[config.mk]
export PLATFORM = sky130hd
export DESIGN_NAME = pump_sequencer
export DESIGN_NICKNAME = d
export VERILOG_FILES = /design/src/rtl/plc_pkg.sv /design/src/rtl/pump_channel.sv /design/src/rtl/pump_sequencer.sv
export SDC_FILE = /design/constraint.sdc
export NUM_CORES = 1
export LEC_CHECK = 0
export ABC_AREA = 0
export BUFFER_PORTS_ARGS = -buffer_cell sky130_fd_sc_hd__clkbuf_2
export CAP_MARGIN = 10
export CORE_ASPECT_RATIO = 0.5
export CORE_UTILIZATION = 28
export CTS_BUF_LIST = sky130_fd_sc_hd__clkbuf_4
export DETAILED_ROUTE_END_ITERATION = 6
export HOLD_SLACK_MARGIN = 0.15
export PLACE_DENSITY_LB_ADDON = 0.12
export SETUP_SLACK_MARGIN = 0.3
export SLEW_MARGIN = 30
export SYNTH_ARGS = -nofsm -noshare
export SYNTH_HDL_FRONTEND = slang
export SYNTH_SLANG_ARGS = --single-unit
export TNS_END_PERCENT = 50
[constraint.sdc]
create_clock -name clock -period 1.7 [get_ports clock]
set_input_delay 0.085 -clock clock [delete_from_list [all_inputs] [get_ports clock]]
set_output_delay 0.085 -clock clock [all_outputs]
set_load 0.01 [all_outputs]
[src/rtl/plc_pkg.sv]
// Shared definitions for the PLC pump path: pump state encodings, default
// timing constants and the counter-width helper.
package plc_pkg;

  typedef enum logic [1:0] {
    PUMP_OFF  = 2'd0,
    PUMP_ON   = 2'd1,
    PUMP_REST = 2'd2
  } pump_state_t;

  localparam int         DEF_MIN_ON   = 4;
  localparam int         DEF_MIN_OFF  = 4;
  localparam int         DEF_STAGGER  = 2;
  localparam logic [7:0] DEF_TRIP_LVL = 8'd250;

  // Width able to hold the largest of the three timing constants.
  function automatic int cnt_width(input int min_on, input int min_off, input int stagger);
    int m;
    m = min_on;
    if (min_off > m) m = min_off;
    if (stagger > m) m = stagger;
    return $clog2(m + 1);
  endfunction

endpackage

[src/rtl/pump_channel.sv]
// One pump: OFF/ON/REST state machine with its minimum-run and minimum-rest
// counters. `started` flags the edge on which this pump enters ON.
module pump_channel
  import plc_pkg::*;
#(
  parameter int MIN_ON  = DEF_MIN_ON,
  parameter int MIN_OFF = DEF_MIN_OFF,
  parameter int CNT_W   = cnt_width(DEF_MIN_ON, DEF_MIN_OFF, DEF_STAGGER)
) (
  input  logic clock,
  input  logic reset_n,
  input  logic want,
  input  logic start_ok,
  input  logic trip,
  output logic run,
  output logic started,
  output logic idle
);

  localparam logic [CNT_W-1:0] ON_LIM  = CNT_W'(MIN_ON - 1);
  localparam logic [CNT_W-1:0] OFF_LIM = CNT_W'(MIN_OFF - 1);

  pump_state_t      state_reg, state_next;
  logic [CNT_W-1:0] on_cnt_reg, on_cnt_next;
  logic [CNT_W-1:0] off_cnt_reg, off_cnt_next;

  always_ff @(posedge clock or negedge reset_n) begin
    if (!reset_n) begin
      state_reg   <= PUMP_OFF;
      on_cnt_reg  <= '0;
      off_cnt_reg <= '0;
    end else begin
      state_reg   <= state_next;
      on_cnt_reg  <= on_cnt_next;
      off_cnt_reg <= off_cnt_next;
    end
  end

  always_comb begin
    state_next   = state_reg;
    on_cnt_next  = on_cnt_reg;
    off_cnt_next = off_cnt_reg;
    started      = 1'b0;
    case (state_reg)
      PUMP_OFF: begin
        if (want && start_ok) begin
          state_next  = PUMP_ON;
          on_cnt_next = '0;
          started     = 1'b1;
        end
      end
      PUMP_ON: begin
        // A trip cuts the run short; otherwise honour the minimum run time.
        if (trip || (!want && on_cnt_reg >= ON_LIM)) begin
          state_next   = PUMP_REST;
          off_cnt_next = '0;
        end else if (on_cnt_reg != '1) begin
          on_cnt_next = on_cnt_reg + 1'b1;
        end
      end
      PUMP_REST: begin
        if (off_cnt_reg >= OFF_LIM) begin
          state_next = PUMP_OFF;
        end else if (off_cnt_reg != '1) begin
          off_cnt_next = off_cnt_reg + 1'b1;
        end
      end
      default: state_next = PUMP_OFF;
    endcase
  end

  assign run  = (state_reg == PUMP_ON);
  assign idle = (state_reg == PUMP_OFF);

endmodule

[src/rtl/pump_sequencer.sv]
// Pump sequencer: turns the PLC request count into lead/lag pump drives with
// staggered starts, lead alternation and a latched overfill trip.
module pump_sequencer
  import plc_pkg::*;
#(
  parameter int         MIN_ON   = DEF_MIN_ON,
  parameter int         MIN_OFF  = DEF_MIN_OFF,
  parameter int         STAGGER  = DEF_STAGGER,
  parameter logic [7:0] TRIP_LVL = DEF_TRIP_LVL
) (
  input  logic       clock,
  input  logic       reset_n,
  input  logic       pump1_req,
  input  logic       pump2_req,
  input  logic [7:0] water_lvl,
  input  logic       fault_clr,
  output logic       pump1,
  output logic       pump2,
  output logic       lead,
  output logic       fault
);

  localparam int CNT_W = cnt_width(MIN_ON, MIN_OFF, STAGGER);

  logic [1:0]       demand;
  logic [1:0]       demand_d_reg;
  logic             lead_reg, lead_next;
  logic             fault_reg, fault_next;
  logic [CNT_W-1:0] stagger_reg, stagger_next;
  logic             trip, want_lead, want_lag, base_ok;
  logic [1:0]       want, qualify, start_ok, run, started, idle;

  assign demand    = {1'b0, pump1_req} + {1'b0, pump2_req};
  assign want_lead = (demand != 2'd0);
  assign want_lag  = (demand == 2'd2);
  assign trip      = (water_lvl >= TRIP_LVL);
  assign base_ok   = !fault_reg && (stagger_reg == '0);

  genvar gi;
  generate
    for (gi = 0; gi < 2; gi++) begin : g_chan
      localparam logic CH_ID = 1'(gi);
      localparam int   OTHER = 1 - gi;

      assign want[gi]    = (lead_reg == CH_ID) ? want_lead : want_lag;
      assign qualify[gi] = idle[gi] && want[gi] && base_ok;
      // When both pumps could start on the same edge, the lead wins.
      assign start_ok[gi] = base_ok && ((lead_reg == CH_ID) || !qualify[OTHER]);

      pump_channel #(
        .MIN_ON  (MIN_ON),
        .MIN_OFF (MIN_OFF),
        .CNT_W   (CNT_W)
      ) u_chan (
        .clock    (clock),
        .reset_n  (reset_n),
        .want     (want[gi]),
        .start_ok (start_ok[gi]),
        .trip     (trip),
        .run      (run[gi]),
        .started  (started[gi]),
        .idle     (idle[gi])
      );
    end
  endgenerate

  always_comb begin
    stagger_next = stagger_reg;
    if (|started) begin
      stagger_next = CNT_W'(STAGGER);
    end else if (stagger_reg != '0) begin
      stagger_next = stagger_reg - 1'b1;
    end
  end

  // Lead swaps at the end of every demand episode.
  assign lead_next  = lead_reg ^ ((demand_d_reg != 2'd0) && (demand == 2'd0));
  assign fault_next = trip ? 1'b1 : (fault_clr ? 1'b0 : fault_reg);

  always_ff @(posedge clock or negedge reset_n) begin
    if (!reset_n) begin
      demand_d_reg <= 2'd0;
      lead_reg     <= 1'b0;
      fault_reg    <= 1'b0;
      stagger_reg  <= '0;
    end else begin
      demand_d_reg <= demand;
      lead_reg     <= lead_next;
      fault_reg    <= fault_next;
      stagger_reg  <= stagger_next;
    end
  end

  assign pump1 = run[0];
  assign pump2 = run[1];
  assign lead  = lead_reg;
  assign fault = fault_reg;

endmodule

==> out/results.env, run 1 <==
DRT-INITIAL-DRC-COUNT=11
FINAL_DESIGN_AREA_NO_FILL_UM2=2050
DIODES=0
NUMCTSBUFFERS=3
GRT_ANTENNA_BEFORE_REPAIR=0
POWER.TOTAL_mW=3.11
INSTANCE_AREA_AFTER_PLACEMENT_UM2=1700
WORST_PATH_LARGEST_CELL_DELAY_PS=430
NUMBER_OF_REMAINING_DRC_ERRORS=0
POWER_PER_STANDARD_CELL_AREA_nW_PER_UM2=1520
DIEWIDTH_UM=103
CORE_UM2=4640
CP-END-KIND='flip-flop'
MAIN_FLOP_TYPE_AFTER_SYNTHESIS='sky130_fd_sc_hd__dfrtp_1'
ASYNCSETRESETFLOPFRACSYNTH=1.00
CRITICAL_PATH.CELL_CHAIN='ha_4, ha_4, a211o_1, o21ai_2, nor4b_4, mux2i_1'
FFS_LATCHES_SYNTH=23
FINCLKSKEW_PS=5.34
HPWLAFTERDP_MM=2.04
SYNTH_TOP_CELL_BY_AREA='sky130_fd_sc_hd__dfrtp_1'
LAYOUT_UTILIZATION=0.441
IO_PINS=17
GRT_USE_TOTAL=0.131
ROW_COUNT=17
YOSYSUNIQUECELLTYPES=41
CTS_ROOT_BUF='sky130_fd_sc_hd__clkbuf_4'
MAXCAPVIOLCOUNT=0
GRT_SETUP_UNREPAIRED='true'
SYNTH.TOP_CELLS.BY_AREA='sky130_fd_sc_hd__dfrtp_1 40%, sky130_fd_sc_hd__ha_1 15%, sky130_fd_sc_hd__mux2i_1 4.2%'
DRT.ANTENNA.VIOLATING_NETS=0
GRT_MAX_DEGREE=24
TIMING.CRITICAL_PATH.MODE_CELL='sky130_fd_sc_hd__ha_4'
VIAS=1110
YS_SEQ_AREA_FRAC=0.405
GRT_PASS1_VIAS=1122
PORTBUFFERS=15
RUN_STATUS='finished, violations left'
CTS-ROOT-TO-SINK-BUFFERS=2
OVERFLOW=0
SYNTHESIS.AREA_PER_INSTANCE_UM2=10.6
FIN_WS_PS=-1.53
SYNTH.NET_COUNT=164
DP_WORST_SETUP_SLACK_PS=-2.43
CRIT_REQUIRED_PS=1950
DESIGN.FINAL.NETS=211
DETAIL_ROUTE.WL_PER_CELL_UM=12.4
POST_SYNTH_INST_COUNT=134
POWER.STATIC_LEAKAGE_nW=0.946
HOLD_WS_PS=260
CTS.CLK_SLEW.WORST_PATHS_PS=130
CRITICAL_PATH_PEAK_FANOUT=3
CRIT_PATH_TOP_DELAY_CELL='sky130_fd_sc_hd__dfrtp_1'
WIRE_LENGTH_OF_THE_FIRST_GLOBAL_ROUTING_PASS_MM=5.25
HTREE_LEVELS=1
INITIAL_UTILIZATION=0.307
WORST_PIN_SLEW_PS=602
ROUTED_WL_MM=3.04
POST_ROUTE_CELLS_DRIVE_ABOVE_1_SHARE=0.456
SYNTH-EDFF-COUNT=0
CLOCK-SINKS=23
CLOCK_INSERTION_DELAY_WORST_SKEW_PS=320
LAYOUT_COMMONEST_CELL='sky130_fd_sc_hd__buf_4'
SYNTHESIS.AREA_UM2=1420
SETUP.WORST_PATH.START_CLASS='flip-flop'
SLEW_HEADROOM=0.599
NETLIST.AREA_LEADER.SHARE=0.405
WORST_HOLD_PATH_TYPE='input pin to flip-flop'
AREA.GROWTH.SYNTH_TO_FINAL_PCT=44.0
AVERAGE_VIA_COUNT_PER_STANDARD_CELL=4.51
TIMING.FINAL.MAX_SLEW_VIOLATIONS=0
WORST-ENDPOINT-ARRIVAL_PS=1950
TOTAL_SETUP_VIOLATIONS_REPORTED_AT_THE_END_OF_THE_FLOW=1
LAYOUT.CELLS.MOST_COMMON_LIST='21 x sky130_fd_sc_hd__buf_4, 20 x sky130_fd_sc_hd__dfrtp_1, 15 x sky130_fd_sc_hd__inv_1, 15 x sky130_fd_sc_hd__clkbuf_2'
LAYOUT_WORST_PATH_CYCLE_SHARE=1.00
WORST-SETUP-PATH-TYPE='flip-flop to flip-flop'
FINAL-HOLD-VIOLATION-COUNT=0
TRITONCTS='built'
FMAXACHIEVABLE_GHz=0.588
FINALCRITICALPERIOD_PS=1700
DRT_PRE_ANTENNA_ITERS=4
DIE_HEIGHT_UM=52.4
FP.DIEAREA_UM2=5380
SYNTH.YOSYS.WARNINGS=0
VIOLATIONS='setup timing'
VDD.IR_DROP.WORST_uV=508
PLACE_CONGESTION=0.678
## final cells by class
class	instances	area (um2)
multi-input combinational	94	991
clock buffer	3	22.5
inverter	16	60.1
fill	468	2590
clock inverter	1	5.00
sequential	23	579
tap	66	82.6
timing repair buffer	43	307
## where the power goes
part	switching [mW]	internal, mW
clock	0.182	0.0882
sequential	0.247	0.770
combinational	0.822	1.00
total	1.25	1.86
## layer usage
| layer | vias to the layer above | wire, um | track usage |
|---|---|---|---|
| met3 | 2 | 71 | 0.0360 |
| met2 | 7 | 1440 | 0.219 |
| met1 | 535 | 1500 | 0.167 |
| met5 | - | 0 | 0 |
| li1 | 566 | - | - |
| met4 | 0 | 29 | 0.0352 |
## worst paths after layout
kind                                                start                               to  slack (ps)  cells after the start
hold / removal                               water_lvl[5]  g_chan[0].u_chan.off_cnt_reg[0]         260                      4
setup / recovery           g_chan[0].u_chan.on_cnt_reg[1]   g_chan[0].u_chan.on_cnt_reg[0]          -2                      6
hold reg to reg                            stagger_reg[1]                   stagger_reg[1]         510                      1
max in group asynchronous                         reset_n    g_chan[1].u_chan.state_reg[0]         990                      2
setup reg to reg           g_chan[0].u_chan.on_cnt_reg[1]   g_chan[0].u_chan.on_cnt_reg[0]          -2                      6
min in group asynchronous                         reset_n  g_chan[0].u_chan.off_cnt_reg[2]         280                      2
## stage by stage
step / std cells / setup TNS [ps]
2_1_floorplan: 134 / 0
5_1_grt: 246 / -457
3_3_place_gp: 225 / -0.156
6_report: 246 / -1.53
3_5_place_dp: 225 / -2.43
4_1_cts: 242 / -74.3
## synth_stat cells, types with 2 or more instances
cell                       count
sky130_fd_sc_hd__inv_1        16
sky130_fd_sc_hd__o21ai_1       6
sky130_fd_sc_hd__nor3b_1       2
sky130_fd_sc_hd__a211o_1       2
sky130_fd_sc_hd__mux2i_1       6
sky130_fd_sc_hd__nand2_1      10
sky130_fd_sc_hd__o21ai_0       2
sky130_fd_sc_hd__or2_0         2
sky130_fd_sc_hd__nor4b_2       2
sky130_fd_sc_hd__nand2b_1      3
sky130_fd_sc_hd__nor2_1        5
sky130_fd_sc_hd__nor2b_1       3
sky130_fd_sc_hd__ha_1         17
sky130_fd_sc_hd__a21o_1        2
sky130_fd_sc_hd__a21oi_1       3
sky130_fd_sc_hd__o22ai_1       5
sky130_fd_sc_hd__dfrtp_1      23
sky130_fd_sc_hd__nor3_1        2
## worst max-delay path, delay by kind of cell (launching register included)
family / cells / cell delay [ps]
flip-flops: 1 / 430
adder cells (fa/ha/maj): 2 / 330
multiplexers: 1 / 230
AND/OR/NAND/NOR: 1 / 330
AO/OA/AOI/OAI: 2 / 320
## repair_timing
action / 4_1_cts / 5_1_grt
resized for setup: 13 / 21
pin swaps: 18 / 9
endpoints found under the setup margin: 20 / 22
hold endpoints to repair: 26 / 0
hold buffers: 6 / 0
buffers inserted: 7 / 4
## cell families after synthesis
kind of cell	Yosys count	synth area share
AND/OR/NAND/NOR	40	0.199
AO/OA/AOI/OAI	29	0.142
flip-flops	23	0.405
buffers and inverters	17	0.0502
adder cells (fa/ha/maj)	17	0.150
multiplexers	6	0.0423
XOR/XNOR	2	0.0123
Power figures use the tool's default switching activity.
==> run 2: changes to the inputs <==
--- a/config.mk
+++ b/config.mk
@@ -9,6 +9,7 @@
 export BUFFER_PORTS_ARGS = -buffer_cell sky130_fd_sc_hd__clkbuf_2
 export CAP_MARGIN = 10
 export CORE_ASPECT_RATIO = 0.5
+export CORE_MARGIN = 3
 export CORE_UTILIZATION = 28
 export CTS_BUF_LIST = sky130_fd_sc_hd__clkbuf_4
 export DETAILED_ROUTE_END_ITERATION = 6
==> out/results.env, run 2 (synthesis results as in run 1) <==
LAYOUT_UTILIZATION=0.430  # -0.0116
FINAL_CELLS=245  # -0.41%
DRT_PRE_ANTENNA_ITERS=4  # unchanged
CORE_UM2=4640  # unchanged
FINAL-HOLD-VIOLATION-COUNT=0  # unchanged
TRITONCTS='built'
CP-END-KIND='flip-flop'
GRT_SETUP_UNREPAIRED='true'
DIE_HEIGHT_UM=56.4  # +7.6%
SETUP.WORST_PATH.START_CLASS='flip-flop'
WIRE_LENGTH_OF_THE_FIRST_GLOBAL_ROUTING_PASS_MM=5.27  # +0.40%
WORST_HOLD_PATH_TYPE='input pin to flip-flop'
POWER.STATIC_LEAKAGE_nW=0.928  # -1.8%
DIODES=0  # unchanged
LAYOUT_WORST_PATH_CYCLE_SHARE=1.02  # +0.0154
HPWLAFTERDP_MM=2.12  # +3.9%
N_FILL_CELL=477  # +1.9%
PORTBUFFERS=15  # unchanged
MAXCAPVIOLCOUNT=0  # unchanged
FINALCRITICALPERIOD_PS=1730  # +26.1 ps
AVERAGE_VIA_COUNT_PER_STANDARD_CELL=4.58  # +1.4%
CTS.CLK_SLEW.WORST_PATHS_PS=140  # about the same
FIN_WS_PS=-27.7  # -26.1 ps
DIEWIDTH_UM=107  # +3.9%
WORST-ENDPOINT-ARRIVAL_PS=1980  # +30 ps
GRT_ANTENNA_BEFORE_REPAIR=0  # unchanged
WORST-SETUP-PATH-TYPE='flip-flop to flip-flop'
CTS_ROOT_BUF='sky130_fd_sc_hd__clkbuf_4'
PLACE_CONGESTION=0.666  # -1.7%
PATH_DELAY_FAMILY='flip-flops'
TIMING.CRITICAL_PATH.MODE_CELL='sky130_fd_sc_hd__ha_2'
CRITICAL_PATH_PEAK_FANOUT=3  # unchanged
VIAS=1121  # +0.99%
DRT-INITIAL-DRC-COUNT=18  # +7
CRIT_REQUIRED_PS=1950  # about the same
AREA.GROWTH.SYNTH_TO_FINAL_PCT=40.2
CTS-ROOT-TO-SINK-BUFFERS=2  # unchanged
ROUTED_WL_MM=2.98  # -1.8%
FINCLKSKEW_PS=6.79  # +1.44 ps
NUMBER_OF_REMAINING_DRC_ERRORS=0  # unchanged
PLACE_INST=227  # +0.89%
POWER_PER_STANDARD_CELL_AREA_nW_PER_UM2=1480  # -2.8%
ROW_COUNT=17  # unchanged
NUMCTSBUFFERS=3  # unchanged
SLEW_HEADROOM=0.591  # -0.00754
FMAXACHIEVABLE_GHz=0.579  # -1.5%
TIMING.FINAL.MAX_SLEW_VIOLATIONS=0  # unchanged
LAYOUT_COMMONEST_CELL='sky130_fd_sc_hd__buf_4'
GRT_USE_TOTAL=0.109  # -0.0215
POWER.TOTAL_mW=2.94  # -5.3%
DP_WORST_SETUP_SLACK_PS=-13.0  # -10.5 ps
VDD.IR_DROP.WORST_uV=409  # -19%
CRITPATHBUFINV=0  # unchanged
GRT_PASS1_VIAS=1158  # +3.2%
POST_ROUTE_CELLS_DRIVE_ABOVE_1_SHARE=0.425  # -0.0310
HTREE_LEVELS=1  # unchanged
CLOCK_INSERTION_DELAY_WORST_SKEW_PS=320  # about the same
OVERFLOW=0  # unchanged
WORST_PIN_SLEW_PS=613  # +11.3 ps
CRIT_PATH_TOP_DELAY_CELL='sky130_fd_sc_hd__dfrtp_1'
INITIAL_UTILIZATION=0.307  # unchanged
GRT_MAX_DEGREE=24  # unchanged
VIOLATIONS='setup timing'
DRT.ANTENNA.VIOLATING_NETS=0  # unchanged
TOTAL_SETUP_VIOLATIONS_REPORTED_AT_THE_END_OF_THE_FLOW=3  # +2
DETAIL_ROUTE.WL_PER_CELL_UM=12.2  # -1.4%
LAYOUT.CELLS.MOST_COMMON_LIST='21 x sky130_fd_sc_hd__buf_4, 18 x sky130_fd_sc_hd__dfrtp_1, 16 x sky130_fd_sc_hd__inv_1'
RUN_STATUS='finished, violations left'
IO_PINS=17  # unchanged
CLOCK-SINKS=23  # unchanged
FIN_TNS_SETUP_PS=-55.6  # -54.1 ps
DESIGN.FINAL.NETS=210  # -0.47%
CRITICAL_PATH.CELL_CHAIN='ha_2, ha_2, a211o_1, o21ai_2, nor4b_4, mux2i_1'
WORST_PATH_LARGEST_CELL_DELAY_PS=410  # -20 ps
FP.DIEAREA_UM2=6020  # +12%
-- run 2: metrics by stage --
stage               hold WS, ps  area, um2
floorplan                  -211       1470
global placement            133       1720
detailed placement          142       1720
CTS                         214       1930
global route                259       1990
finish                      256       1990
-- run 2: final timing paths --
check                                                from                             end  slack, ps  cells past startpoint
max                        g_chan[0].u_chan.on_cnt_reg[1]  g_chan[0].u_chan.on_cnt_reg[1]        -30                      6
min                                          water_lvl[5]   g_chan[0].u_chan.state_reg[0]        260                      4
max reg2reg                g_chan[0].u_chan.on_cnt_reg[1]  g_chan[0].u_chan.on_cnt_reg[1]        -30                      6
min reg2reg                                stagger_reg[1]                  stagger_reg[1]        510                      1
max in group asynchronous                         reset_n                            lead        980                      2
min in group asynchronous                         reset_n                 demand_d_reg[1]        290                      2
-- run 2: worst min-delay path, cell delays in order --
cell and delay (ps):
sky130_fd_sc_hd__clkbuf_2 90, sky130_fd_sc_hd__o2111ai_1 210, sky130_fd_sc_hd__nand2_1 110, sky130_fd_sc_hd__o22ai_1 60
-- run 2: timing repair --
action,4_1_cts,5_1_grt
pin swaps,15,15
endpoints found under the hold margin,26,0
setup endpoints to repair,20,21
setup buffers,8,1
hold buffers,5,0
gates resized for setup,14,13
cloned,0,0
-- run 2: routing by layer --
metal,track usage,part of all wire,vias to the layer above
met4,0.0219,0.0057,0
met5,0,0,-
met3,0.0310,0.023,2
li1,-,-,562
met2,0.181,0.47,8
met1,0.143,0.50,549
-- run 2: cell type report --
class                   count  area (um2)  share of cell area
inverters                  16        60.1              0.0301
well taps                  66        82.6              0.0414
clock buffers               4        30.0              0.0151
multi-input cells          94         945               0.474
flip-flops and latches     23         582               0.292
repair buffers             42         294               0.148
-- run 2: power by group --
part / switching (mW) / internal [mW]
combinational: 0.748 / 0.935
sequential: 0.215 / 0.761
clock: 0.178 / 0.108
total: 1.14 / 1.80
==> run 3: changes to the inputs <==
--- a/config.mk
+++ b/config.mk
@@ -14,7 +14,7 @@
 export CTS_BUF_LIST = sky130_fd_sc_hd__clkbuf_4
 export DETAILED_ROUTE_END_ITERATION = 6
 export HOLD_SLACK_MARGIN = 0.15
-export PLACE_DENSITY_LB_ADDON = 0.12
+export PLACE_DENSITY = 0.43
 export SETUP_SLACK_MARGIN = 0.3
 export SLEW_MARGIN = 30
 export SYNTH_ARGS = -nofsm -noshare
==> out/results.env, run 3 (synthesis results as in run 1) <==
RUN_STATUS='finished, violations left'
VIOLATIONS='setup timing'
HTREE_LEVELS=1  # unchanged
GRT_ANTENNA_BEFORE_REPAIR=0  # unchanged
WIRE_LENGTH_OF_THE_FIRST_GLOBAL_ROUTING_PASS_MM=5.13  # -2.6%
NUMBER_OF_REMAINING_DRC_ERRORS=0  # unchanged
DRT.ANTENNA.VIOLATING_NETS=0  # unchanged
VDD.IR_DROP.WORST_uV=420  # +2.7%
FMAXACHIEVABLE_GHz=0.574  # -0.84%
SETUP.WORST_PATH.END='g_chan[0].u_chan.on_cnt_reg[0]'
INITIAL_UTILIZATION=0.307  # unchanged
IO_PINS=17  # unchanged
HOLD_WS_PS=208  # -47.9 ps
CLOCK_INSERTION_DELAY_WORST_SKEW_PS=320  # about the same
GRT_MAX_DEGREE=24  # unchanged
DIODES=0  # unchanged
ROUTED_WL_MM=2.94  # -1.3%
PLACE_CONGESTION=0.723  # +8.5%
DRT-INITIAL-DRC-COUNT=27  # +9
LAYOUT.CELLS.MOST_COMMON_LIST='20 x sky130_fd_sc_hd__buf_4, 18 x sky130_fd_sc_hd__dfrtp_1, 16 x sky130_fd_sc_hd__inv_1'
FIN_WS_PS=-42.2  # -14.5 ps
DESIGN.FINAL.NETS=211  # +0.48%
ROW_COUNT=17  # unchanged
FINALCRITICALPERIOD_PS=1740  # +14.5 ps
CORE_UM2=4640  # unchanged
RR_ENDPOINT='g_chan[0].u_chan.on_cnt_reg[0]'
AVERAGE_VIA_COUNT_PER_STANDARD_CELL=4.49  # -1.8%
TRITONCTS='built'
POWER_PER_STANDARD_CELL_AREA_nW_PER_UM2=1440  # -2.4%
N_FILL_CELL=482  # +1.0%
GRT_USE_TOTAL=0.107  # -0.00210
CRITICAL_PATH_PEAK_FANOUT=3  # unchanged
OVERFLOW=0  # unchanged
DETAIL_ROUTE.WL_PER_CELL_UM=12.0  # -1.7%
REGAREA_UM2=582  # unchanged
WORST_HOLD_PATH_TYPE='input pin to flip-flop'
MAXCAPVIOLCOUNT=0  # unchanged
SETUP.REG_TO_REG.WORST_SLACK_PS=-40  # about the same
WORST_PIN_SLEW_PS=600  # -13.5 ps
POST_ROUTE_CELLS_DRIVE_ABOVE_1_SHARE=0.428  # +0.00320
FINAL_DESIGN_AREA_NO_FILL_UM2=1990  # about the same
TOTAL_SETUP_VIOLATIONS_REPORTED_AT_THE_END_OF_THE_FLOW=6  # +3
PORTBUFFERS=15  # unchanged
CP-END-KIND='flip-flop'
CRIT_PATH_START='g_chan[0].u_chan.on_cnt_reg[1]'
SLEW_HEADROOM=0.600  # +0.00903
VIAS=1105  # -1.4%
WORST-SETUP-PATH-TYPE='flip-flop to flip-flop'
DIEWIDTH_UM=107  # unchanged
LAYOUT_WORST_PATH_CYCLE_SHARE=1.02  # +0.00856
FINAL_CELLS=246  # +0.41%
WORSTREGTOREGCELLS=6  # unchanged
CLOCK-SINKS=23  # unchanged
MULTI_INPUT_GATE_AREA_UM2=927  # -1.9%
CTS.CLK_SLEW.WORST_PATHS_PS=140  # about the same
FINCLKSKEW_PS=6.14  # -0.650 ps
INSTANCE_AREA_AFTER_PLACEMENT_UM2=1700  # -0.87%
FINAL-HOLD-VIOLATION-COUNT=0  # unchanged
WORSTHOLDSTART='water_lvl[5]'
WORST-ENDPOINT-ARRIVAL_PS=1990  # about the same
DRT_PRE_ANTENNA_ITERS=4  # unchanged
CTS-ROOT-TO-SINK-BUFFERS=2  # unchanged
PLACE_INST=225  # -0.88%
DIE_HEIGHT_UM=56.4  # unchanged
POWER.STATIC_LEAKAGE_nW=0.942  # +1.5%
LAYOUT_COMMONEST_CELL='sky130_fd_sc_hd__buf_4'
CRIT_REQUIRED_PS=1950  # about the same
FP.DIEAREA_UM2=6020  # unchanged
SETUP.WORST_PATH.START_CLASS='flip-flop'
NUMCTSBUFFERS=3  # unchanged
WORSTREG2REGSTART='g_chan[0].u_chan.on_cnt_reg[1]'
HPWLAFTERDP_MM=2.08  # -2.0%
TIMING.FINAL.MAX_SLEW_VIOLATIONS=0  # unchanged
GRT_SETUP_UNREPAIRED='true'
CTS_ROOT_BUF='sky130_fd_sc_hd__clkbuf_4'
AREA.GROWTH.SYNTH_TO_FINAL_PCT=40.1  # about the same
GRT_PASS1_VIAS=1173  # +1.3%
## run 3: worst max-delay path, cell delays in order, from the launching register on
cell and delay, ps:
sky130_fd_sc_hd__dfrtp_1 410, sky130_fd_sc_hd__ha_2 210, sky130_fd_sc_hd__ha_4 150, sky130_fd_sc_hd__a211o_1 250, sky130_fd_sc_hd__o21ai_2 70, sky130_fd_sc_hd__nor4b_4 330, sky130_fd_sc_hd__mux2i_1 240
## run 3: cell type report
| cell class | instances | share of cell area |
|---|---|---|
| tap | 66 | 0.0415 |
| clock buffer | 4 | 0.0151 |
| inverter | 16 | 0.0302 |
| sequential | 23 | 0.292 |
| timing repair buffer | 43 | 0.156 |
| multi-input combinational | 94 | 0.465 |
## run 3: how the worst min path moves through the flow
stage,end,slack (ps),cells after the start
6_report,g_chan[0].u_chan.state_reg[0],210,4
5_1_grt,g_chan[0].u_chan.state_reg[0],220,4
4_1_cts,g_chan[0].u_chan.state_reg[0],210,4
3_5_place_dp,g_chan[1].u_chan.on_cnt_reg[1],140,1
3_3_place_gp,g_chan[1].u_chan.on_cnt_reg[1],140,1
2_1_floorplan,demand_d_reg[0],-210,0
## run 3: layer usage
| layer | vias up | GRT usage | wire length [um] |
|---|---|---|---|
| li1 | 568 | - | - |
| met1 | 527 | 0.132 | 1460 |
| met2 | 8 | 0.187 | 1410 |
| met3 | 2 | 0.0310 | 50 |
| met4 | 0 | 0.0219 | 21 |
| met5 | - | 0 | 0 |
## run 3: per-stage QoR
stage / TNS (ps) / power (mW) / setup slack, ps / util
after global placement: -5.56 / 2.24 / -4.48 / 0.367
after detailed placement: -68.9 / 2.26 / -30.1 / 0.367
after CTS: -130 / 2.74 / -60.4 / 0.411
after global routing: -855 / 3.17 / -167 / 0.430
final: -142 / 2.87 / -42.2 / 0.430
after floorplan: 0 / 1.88 / 101 / -
## run 3: what timing repair did
action,in CTS,in global routing
setup endpoints to repair,20,22
setup buffers,6,5
hold buffers,6,0
pin swaps,20,9
hold endpoints to repair,26,0
gates resized for setup,14,13
## run 3: power breakdown
part	total [mW]	leakage [nW]	switching (mW)	internal, mW
clock	0.282	0.0184	0.175	0.108
sequential	0.966	0.285	0.205	0.761
combinational	1.62	0.640	0.720	0.903
